<file path="config.mk">
export PLATFORM = sky130hd
export DESIGN_NAME = ajuste_ctrl_flat
export DESIGN_NICKNAME = d
export VERILOG_FILES = /design/src/rtl/ajuste_ctrl_if.sv /design/src/rtl/ajuste_ctrl.sv /design/src/flat_wrapper.sv
export SDC_FILE = /design/constraint.sdc
export NUM_CORES = 1
export LEC_CHECK = 0
export CORE_MARGIN = 2
export CORE_UTILIZATION = 35
export CTS_BUF_LIST = sky130_fd_sc_hd__clkbuf_8 sky130_fd_sc_hd__clkbuf_16
export DETAILED_ROUTE_END_ITERATION = 8
export HOLD_SLACK_MARGIN = 0.08
export PLACE_DENSITY = 0.59
export SLEW_MARGIN = 20
export SYNTH_ARGS = -nofsm -noshare
export SYNTH_HDL_FRONTEND = slang
export SYNTH_SLANG_ARGS = --single-unit
</file>
<file path="constraint.sdc">
create_clock -name clk -period 6.8 [get_ports clk]
set_input_delay 1.36 -clock clk [delete_from_list [all_inputs] [get_ports clk]]
set_output_delay 1.36 -clock clk [all_outputs]
set_load 0.01 [all_outputs]
</file>
<file path="src/rtl/ajuste_ctrl_if.sv">
// ajuste_ctrl_if: product/result handshake bundle for ajuste_ctrl.
//   in_valid/in_ready/r            : 60-bit product input handshake
//   out_valid/out_ready            : result output handshake
//   y/s_used/ovf                   : 18-bit window, shift applied, lost-bits flag
// master: product source + result consumer side. slave: the controller.
interface ajuste_ctrl_if;
    logic        in_valid;
    logic        in_ready;
    logic [59:0] r;
    logic        out_valid;
    logic        out_ready;
    logic [17:0] y;
    logic [5:0]  s_used;
    logic        ovf;

    modport master (
        output in_valid, r, out_ready,
        input  in_ready, out_valid, y, s_used, ovf
    );

    modport slave (
        input  in_valid, r, out_ready,
        output in_ready, out_valid, y, s_used, ovf
    );
endinterface

</file>
<file path="src/rtl/ajuste_ctrl.sv">
// ajuste_ctrl: picks the 18-bit window r[s+17:s] out of a 60-bit product, either with a
// configured fixed shift or by normalizing the leading one to bit 17, and hands the result on.
//   clk, rst   : clock, synchronous active-high reset
//   cfg_we     : config strobe latching cfg_mode (0 fixed, 1 auto) and cfg_shift (clamped to 42)
//   bus        : product in / result out handshakes (ajuste_ctrl_if.slave)
//   busy       : high while a product is being scanned or its result is pending
module ajuste_ctrl (
    input  logic         clk,
    input  logic         rst,
    input  logic         cfg_we,
    input  logic         cfg_mode,
    input  logic [5:0]   cfg_shift,
    ajuste_ctrl_if.slave bus,
    output logic         busy
);

    typedef enum logic [1:0] {st_idle, st_scan, st_out} state_t;

    state_t      state_q, state_d;
    logic        mode_q;
    logic [5:0]  shift_q;
    logic        mode_c;   // mode captured with the product in flight
    logic [59:0] r_q;
    logic [5:0]  s_q;
    logic [5:0]  k_q;
    logic        capture;
    logic        scan_done;

    always_ff @(posedge clk) begin
        if (rst) begin
            state_q <= st_idle;
        end else begin
            state_q <= state_d;
        end
    end

    always_comb begin
        state_d   = state_q;
        capture   = 1'b0;
        scan_done = 1'b0;
        unique case (state_q)
            st_idle: begin
                if (bus.in_valid) begin
                    capture = 1'b1;
                    state_d = mode_q ? st_scan : st_out;
                end
            end
            st_scan: begin
                // Window top bit at k+17; k==0 covers products with msb <= 17 (and zero).
                if (r_q[k_q + 6'd17] || (k_q == 6'd0)) begin
                    scan_done = 1'b1;
                    state_d   = st_out;
                end
            end
            st_out: begin
                if (bus.out_ready) begin
                    state_d = st_idle;
                end
            end
            default: state_d = st_idle;
        endcase
    end

    // Config writes land even while busy; capture samples the pre-write values.
    always_ff @(posedge clk) begin
        if (rst) begin
            mode_q  <= 1'b0;
            shift_q <= 6'd0;
            mode_c  <= 1'b0;
            r_q     <= 60'd0;
            s_q     <= 6'd0;
            k_q     <= 6'd0;
        end else begin
            if (cfg_we) begin
                mode_q  <= cfg_mode;
                shift_q <= (cfg_shift > 6'd42) ? 6'd42 : cfg_shift;
            end
            if (capture) begin
                r_q    <= bus.r;
                mode_c <= mode_q;
                s_q    <= mode_q ? 6'd0 : shift_q;
                k_q    <= 6'd42;
            end else if (state_q == st_scan) begin
                if (scan_done) begin
                    s_q <= k_q;
                end else begin
                    k_q <= k_q - 6'd1;
                end
            end
        end
    end

    always_comb begin
        bus.in_ready  = (state_q == st_idle) && !rst;
        bus.out_valid = (state_q == st_out);
        busy          = (state_q != st_idle);
        bus.y         = bus.out_valid ? 18'(r_q >> s_q) : 18'd0;
        bus.s_used    = bus.out_valid ? s_q : 6'd0;
        // Shifting by 60 (s=42) leaves nothing, so ovf is naturally 0 there.
        bus.ovf       = bus.out_valid && !mode_c && (|(r_q >> (7'(s_q) + 7'd18)));
    end

endmodule
</file>
<file path="src/flat_wrapper.sv">
// flat-port wrapper written by rule: the top's interface ports become plain ports
module ajuste_ctrl_flat 
  (clk, rst, cfg_we, cfg_mode, cfg_shift, busy, bus_in_valid, bus_r, bus_out_ready, bus_in_ready, bus_out_valid, bus_y, bus_s_used, bus_ovf);
  ajuste_ctrl_if bus_i ();
  input  logic clk;
  input  logic rst;
  input  logic cfg_we;
  input  logic cfg_mode;
  input  logic [5:0] cfg_shift;
  output logic busy;
  input wire logic [$bits(bus_i.in_valid)-1:0] bus_in_valid;
  input wire logic [$bits(bus_i.r)-1:0] bus_r;
  input wire logic [$bits(bus_i.out_ready)-1:0] bus_out_ready;
  output wire logic [$bits(bus_i.in_ready)-1:0] bus_in_ready;
  output wire logic [$bits(bus_i.out_valid)-1:0] bus_out_valid;
  output wire logic [$bits(bus_i.y)-1:0] bus_y;
  output wire logic [$bits(bus_i.s_used)-1:0] bus_s_used;
  output wire logic [$bits(bus_i.ovf)-1:0] bus_ovf;
  assign bus_i.in_valid = bus_in_valid;
  assign bus_i.r = bus_r;
  assign bus_i.out_ready = bus_out_ready;
  assign bus_in_ready = bus_i.in_ready;
  assign bus_out_valid = bus_i.out_valid;
  assign bus_y = bus_i.y;
  assign bus_s_used = bus_i.s_used;
  assign bus_ovf = bus_i.ovf;
  ajuste_ctrl u_core (.clk(clk), .rst(rst), .cfg_we(cfg_we), .cfg_mode(cfg_mode), .cfg_shift(cfg_shift), .bus(bus_i), .busy(busy));
endmodule
</file>
==> results of run 1 <==
[power by group through the flow]
stage	Clock, mW	Sequential, mW	Combinational [mW]
2_1_floorplan	0	0.554	0.400
3_3_place_gp	0	0.608	0.520
3_5_place_dp	0	0.609	0.520
4_1_cts	0.517	0.598	0.522
5_1_grt	0.535	0.608	0.570
6_report	0.508	0.599	0.527
[worst register-to-register path, cell delays in order, from the launching register on]
cell     delay, ns
dfxtp_1       0.31
buf_4         0.30
inv_1         0.09
ha_1          0.94
mux4_1        0.74
mux4_2        0.50
o21a_1        0.21
a21o_1        0.27
or4_1         0.44
a21oi_1       0.15
[synth_stat cells, types with 4 or more instances]
master      n  area share [%]
nand4_1     5            0.40
mux2i_1    44             5.7
nand2b_1   10            0.81
and2_1      4            0.32
o21ai_0    19             1.2
mux2_2     19             2.8
mux4_2     89              26
buf_1      15            0.73
inv_1      12            0.58
a211oi_1   17             1.6
nand3_1    24             1.6
buf_4       5            0.48
a311oi_1    9             1.0
and3_1      4            0.32
o22ai_1     5            0.40
buf_2      20             1.3
mux4_1      5             1.7
a221o_1     6            0.78
nand2_1   191             9.3
nor3_1     12            0.78
nand3b_1    7            0.68
dfxtp_1    82              21
a22oi_1     6            0.58
nor2_1     57             2.8
or4_1       4            0.39
a21oi_1   102             6.6
clkbuf_1   40             1.9
nor2b_1     5            0.40
[sequential cells by signal, indices dropped and copies added, names as in the netlist]
signal          cells
u_core.mode_c       1
u_core.mode_q       1
u_core.k_q          6
u_core.s_q          6
u_core.shift_q      6
u_core.r_q         60
u_core.state_q      2
[cells in the final DEF, fill, tap and decap left out, types with 4 or more instances in the layout]
master and n:
inv_1 12, clkdlybuf4s50_1 98, nand2_1 190, and3_1 4, nand3b_1 7, nor2b_1 5
buf_4 11, a21oi_1 102, a311oi_1 9, a211oi_1 17, o21ai_0 19, mux4_2 89
mux2_2 19, nand3_1 24, clkbuf_16 9, a221o_1 6, mux2i_1 44, a22oi_1 6
mux4_1 5, or4_1 4, dfxtp_1 78, nor2_1 57, o22ai_1 5, nand4_1 5
nor3_1 12, nand2b_1 10
[path summary, 6_finish.rpt]
| check | from | end | slack [ns] | cells after the start |
|---|---|---|---|---|
| setup / recovery | u_core.s_q[1] | bus_ovf | 1.39 | 8 |
| setup reg to reg | u_core.k_q[0] | u_core.k_q[4] | 2.79 | 9 |
| hold reg to reg | u_core.mode_c | u_core.mode_c | 0.46 | 2 |
| hold / removal | u_core.mode_c | u_core.mode_c | 0.46 | 2 |
[logic make-up after synthesis]
| family | after synthesis | synth area share [%] |
|---|---|---|
| xor+xnor | 7 | 0.889 |
| fa+ha+maj | 2 | 0.323 |
| buf+inv | 99 | 5.80 |
| flops | 82 | 21.2 |
| mux | 158 | 36.2 |
| simple gates | 337 | 19.1 |
| compound gates | 202 | 16.5 |
[cell type report]
| type | instances | area (um^2) | share of cell area (%) |
|---|---|---|---|
| clock buffers | 11 | 253 | 2.78 |
| clock inverters | 5 | 60.1 | 0.660 |
| inverters | 15 | 56.3 | 0.619 |
| multi-input cells | 706 | 5660 | 62.2 |
| flip-flops and latches | 82 | 1650 | 18.1 |
| well taps | 280 | 350 | 3.85 |
| repair buffers | 110 | 1070 | 11.8 |
[per-stage QoR]
stage          util, %  power, mW
3_3_place_gp      40.4       1.13
4_1_cts           41.8       1.64
6_report          41.8       1.63
5_1_grt           41.8       1.71
3_5_place_dp      40.4       1.13
2_1_floorplan        -      0.954
[metal layers]
layer	vias to the layer above	part of all wire, %
li1	3410	-
met4	2	1.5
met2	321	44
met5	-	0.037
met3	28	8.2
met1	3547	47
==> qor.csv, run 1 <==
stage,metric,value,unit
floorplanning,pin_count,100,
grt,gr-usage-met1,30.8,%
synthesis,syn_nets,961,
finish,post_layout_nonfiller_instances,1209,
worst_setup_path,cp_num_buf_inv,1,
cts,cts.clk_slew.worst_paths,0.06,ns
grt,grtUsageMet3,4.58,%
run,cap_violations,0,
floorplanning,fp.dieH,153,um
cts,clock_tree.htree_level_count,3,
cts,clock_sink_count,82,
power,switching_share,33.8,%
power,comb_power_share,32.2,%
cts,cts-resized-gates,0,
timing,final.setup.worst_slack,1.39,ns
grt,first_global_vias,6743,
grt,global_route_wire_length_before_repair,38900,um
power,total_switching_power,552,uW
power,sequentialPowerShare,36.7,%
place,finalWeightedCongestion,0.906,
cts,clk-insertion-delay-late,0.34,ns
route,postRouteAntennaNets,0,
route,post_drt_wl_per_cell,20.2,um
worst_setup_path,cpLargestDelayFamily,multiplexers,
worst_setup_path,timing.critical_path.mode_cell,mux2i_1,
finish,filler_cell_count,2220,
route,remaining_drc_errors,0,
route,routed_wirelength,24400,um
route,routed-via-count,7308,
synthesis,synth_async_sr_flop_share,0,%
cts,max-clock-path-buffers,2,
worst_setup_path,crit_path_start_kind,flop,
worst_setup_path,crit_path_end_kind,output pin,
synthesis,postSynthRegisterBits,82,
synthesis,synth.lib_cells_used.distinct,68,
timing,worst_pin_slew,1.01,ns
grt,pin_count_of_the_biggest_net_entering_global_routing,85,
cts,cts_tree,built,
worst_setup_path,cp.arrival,4.05,ns
worst_setup_path,crit_path_max_fanout,55,
route,drtPass1Iterations,5,
synthesis,synth_edf_count,0,
cts,cts_post_setup_buffers_inserted,0,
min_path,worst_hold_path_type,flop to flop,
timing,min_period,5.41,ns
cts,cts_buffers,9,
grt,grt.total_usage,20.5,%
place,placement.io_buffers,99,
timing,headroom_to_the_max_slew_limit,32.5,%
place,place_hpwl,18200,um
floorplanning,initial_utilization,35.6,%
synthesis,netlist_area,7740,um^2
worst_setup_path,timing_worst_setup_path_type,flop to output pin,
synthesis,postSynthAreaPerCell,8.73,um^2
grt,groute.layer.met2.usage,29.8,%
cts,clock-root-buffer,clkbuf_16,
cts,postCtsHoldBufs,0,
timing,fin_crit_sh,79.6,%
finish,final_nets,998,
floorplanning,std_cell_rows,54,
timing,timing.setup.tns,0,ns
power,power.static_leakage,3.15,nW
grt,antenna_found_initial,1,
grt,busiest_layer,met1,
floorplanning,design.core.area,21800,um^2
finish,insertedDiodeCount,0,
worst_setup_path,cp_data_required_time,5.44,ns
grt,final_global_route_overflow_total,0,
worst_setup_path,critical-path-max-stage-delay,0.88,ns
timing,max_freq,0.185,GHz
synthesis,synth_top_flop_cell,dfxtp_1,
power,cell_internal_pwr,1.08,mW
timing,setup_viol,0,
floorplanning,fp.dieW,153,um
place,cell_count_after_placement,1193,
timing,timing_max_transition_violations_final,0,
place,post-place-ws,1.79,ns
worst_setup_path,crit_path_top_delay_cell,dfxtp_4,
timing,fin_hold_ws,0.455,ns
timing,rsz0062_at_grt,false,
place,dpl_cell_area,8780,um^2
floorplanning,floorplan.die_area,23300,um^2
power,cellPowerDensity,180,nW/um^2
finish,final_layout_size_suffix_gt1_share,16.4,%
route,drt_first_iter_violations,635,
power,p_clk_share,31.1,%
synthesis,synth_seq_area_share,21.2,%
power,ir_worst_vdd,0.128,mV
finish,synth_to_final_area_change,17.4,%
worst_setup_path,crit_chain,mux4_2 -> mux2i_1 -> mux2i_1 -> a2111oi_1 -> nand4_1 -> a22oi_1 -> a21oi_1 -> clkdlybuf4s50_1,
run_status,run_status,"finished, final reports clean",
synthesis,yosysWarnings,0,
synthesis,syn_inst,887,
timing,skew,0.00858,ns
finish,final_design_area_no_fill,9090,um^2
route,routed_via_density,6.04,
timing,hold_viol_final,0,
(Power assumes the default switching activity.)
==> inputs of run 2 (changes only) <==
==> constraint.sdc (replaced) <==
create_clock -name clk -period 5.1 [get_ports clk]
set_input_delay 1.02 -clock clk [delete_from_list [all_inputs] [get_ports clk]]
set_output_delay 1.02 -clock clk [all_outputs]
set_load 0.01 [all_outputs]
==> qor.csv, run 2 (synthesis results as in run 1) <==
stage,metric,value,unit,change
worst_setup_path,crit_path_start_kind,flop,,unchanged
grt,gr-usage-met1,31.1,%,was 30.8%
cts,max-clock-path-buffers,2,,unchanged
cts,cts-resized-gates,0,,unchanged
grt,antenna_found_initial,0,,was 1
place,post-place-ws,0.707,ns,was 1.79 ns
timing,min_period,4.86,ns,
route,routed_wirelength,25600,um,"was 24,400 um"
route,routed_via_density,6.12,,was 6.04
grt,pin_count_of_the_biggest_net_entering_global_routing,84,,was 85
place,placement.io_buffers,99,,unchanged
grt,final_global_route_overflow_total,0,,unchanged
timing,final.setup.worst_slack,0.236,ns,was 1.39 ns
timing,hold_viol_final,0,,unchanged
grt,grt.total_usage,21.6,%,was 20.5%
worst_setup_path,cp_data_required_time,4.08,ns,was 5.44 ns
floorplanning,std_cell_rows,54,,unchanged
cts,cts_buffers,9,,unchanged
power,cellPowerDensity,240,nW/um^2,was 180 nW/um^2
finish,filler_cell_count,2191,,"was 2,220"
floorplanning,design.core.area,21800,um^2,unchanged
floorplanning,floorplan.die_area,23300,um^2,unchanged
cts,cts_tree,built,,unchanged
grt,grtUsageMet3,4.29,%,was 4.58%
cts,postCtsHoldBufs,0,,unchanged
timing,timing_max_transition_violations_final,0,,unchanged
route,post_drt_wl_per_cell,21.1,um,was 20.2 um
finish,synth_to_final_area_change,18.2,%,was 17.4%
cts,clock_tree.htree_level_count,3,,unchanged
run,cap_violations,0,,unchanged
worst_setup_path,crit_path_end_kind,output pin,,unchanged
route,routed-via-count,7433,,"was 7,308"
finish,insertedDiodeCount,0,,unchanged
power,power.static_leakage,3.19,nW,was 3.15 nW
cts,clock-root-buffer,clkbuf_16,,unchanged
timing,timing.setup.tns,0,ns,unchanged
cts,cts.clk_slew.worst_paths,0.06,ns,about the same
cts,clk-insertion-delay-late,0.35,ns,was 0.34 ns
finish,final_nets,1004,,was 998
timing,rsz0062_at_grt,false,,unchanged
floorplanning,initial_utilization,35.6,%,unchanged
worst_setup_path,timing_worst_setup_path_type,flop to output pin,,unchanged
worst_setup_path,crit_path_max_fanout,26,,was 55
floorplanning,fp.dieH,153,um,unchanged
timing,skew,0.00521,ns,was 0.00858 ns
grt,groute.layer.met2.usage,32.6,%,was 29.8%
power,ir_worst_vdd,0.159,mV,was 0.128 mV
timing,worst_pin_slew,1.07,ns,was 1.01 ns
route,drt_first_iter_violations,695,,was 635
cts,clock_sink_count,82,,unchanged
finish,regMostFlops,u_core.r_q,,unchanged
cts,cts_post_setup_buffers_inserted,0,,unchanged
run_status,run_status,"finished, final reports clean",,unchanged
timing,fin_crit_sh,95.4,%,
finish,largest_register_ff_count,60,,unchanged
timing,max_freq,0.206,GHz,
place,finalWeightedCongestion,0.911,,was 0.906
route,drtPass1Iterations,5,,unchanged
finish,layout.cells.most_common_list,"nand2_1, a21oi_1, clkdlybuf4s50_1, mux4_2, dfxtp_1",,unchanged
floorplanning,pin_count,100,,unchanged
floorplanning,fp.dieW,153,um,unchanged
finish,final_layout_size_suffix_gt1_share,16.9,%,was 16.4%
timing,setup_viol,0,,unchanged
grt,busiest_layer,met2,,was met1
timing,headroom_to_the_max_slew_limit,28.7,%,was 32.5%
worst_setup_path,cp.arrival,3.84,ns,was 4.05 ns
grt,global_route_wire_length_before_repair,40200,um,"was 38,900 um"
route,remaining_drc_errors,0,,unchanged
finish,final_common_cell,nand2_1,,unchanged
place,place_hpwl,19100,um,"was 18,200 um"
grt,first_global_vias,7008,,"was 6,743"
min_path,worst_hold_path_type,flop to flop,,unchanged
route,postRouteAntennaNets,0,,unchanged
-- run 2: changes by cell type in the layout (fill, tap and decap cells not counted) --
cell	before	now
inv_4	1	0
buf_4	11	16
clkinv_2	0	2
clkbuf_8	2	0
clkbuf_16	9	10
clkinv_4	0	1
buf_12	0	1
inv_6	1	0
-- run 2: power breakdown --
| part | switching [mW] | internal [mW] |
|---|---|---|
| combinational | 0.371 | 0.353 |
| clock | 0.270 | 0.408 |
| sequential | 0.107 | 0.685 |
| total | 0.748 | 1.45 |
-- run 2: per-stage QoR --
stage | instances | utilization [%] | total power [mW] | hold slack (ns) | instance area, um^2
after floorplan | 887 | - | 1.27 | 0.437 | 7740
after global placement | 1199 | 40.6 | 1.52 | 0.449 | 8840
after detailed placement | 1199 | 40.6 | 1.52 | 0.462 | 8840
after CTS | 1215 | 42.1 | 2.20 | 0.471 | 9150
after global routing | 1215 | 42.1 | 2.30 | 0.494 | 9150
final | 1215 | 42.1 | 2.19 | 0.471 | 9150
-- run 2: area by class of cell --
| cell class | count | area (um^2) | area share (%) |
|---|---|---|---|
| clock buffers | 10 | 250 | 2.73 |
| well taps | 280 | 350 | 3.83 |
| clock inverters | 6 | 63.8 | 0.697 |
| inverters | 15 | 56.3 | 0.615 |
| multi-input cells | 706 | 5660 | 61.8 |
| repair buffers | 116 | 1130 | 12.3 |
| flip-flops and latches | 82 | 1650 | 18.0 |
-- run 2: worst max-delay path, cell delays in order, from the launching register on --
cell and delay, ns:
dfxtp_2 0.72, buf_4 0.35, nor3_1 0.07, a222oi_1 0.66, o221a_2 0.36, nand2_1 0.06, or4_1 0.44, nor4b_2 0.22
a21oi_1 0.10, clkdlybuf4s50_1 0.49
-- run 2: worst paths after layout --
| check | start | endpoint | slack, ns | depth (start not counted) |
|---|---|---|---|---|
| worst max-delay path | u_core.s_q[3] | bus_ovf | 0.24 | 9 |
| worst min-delay path | u_core.mode_c | u_core.mode_c | 0.47 | 2 |
| worst max register to register | u_core.k_q[1] | u_core.k_q[4] | 1.55 | 8 |
| worst min register to register | u_core.mode_c | u_core.mode_c | 0.47 | 2 |
-- run 2: routing by layer --
layer	vias up	share of wire [%]	wire [um]
met4	0	1.9	490
met2	384	45	11400
li1	3419	-	-
met3	40	9.4	2410
met1	3590	44	11300
met5	-	0	0
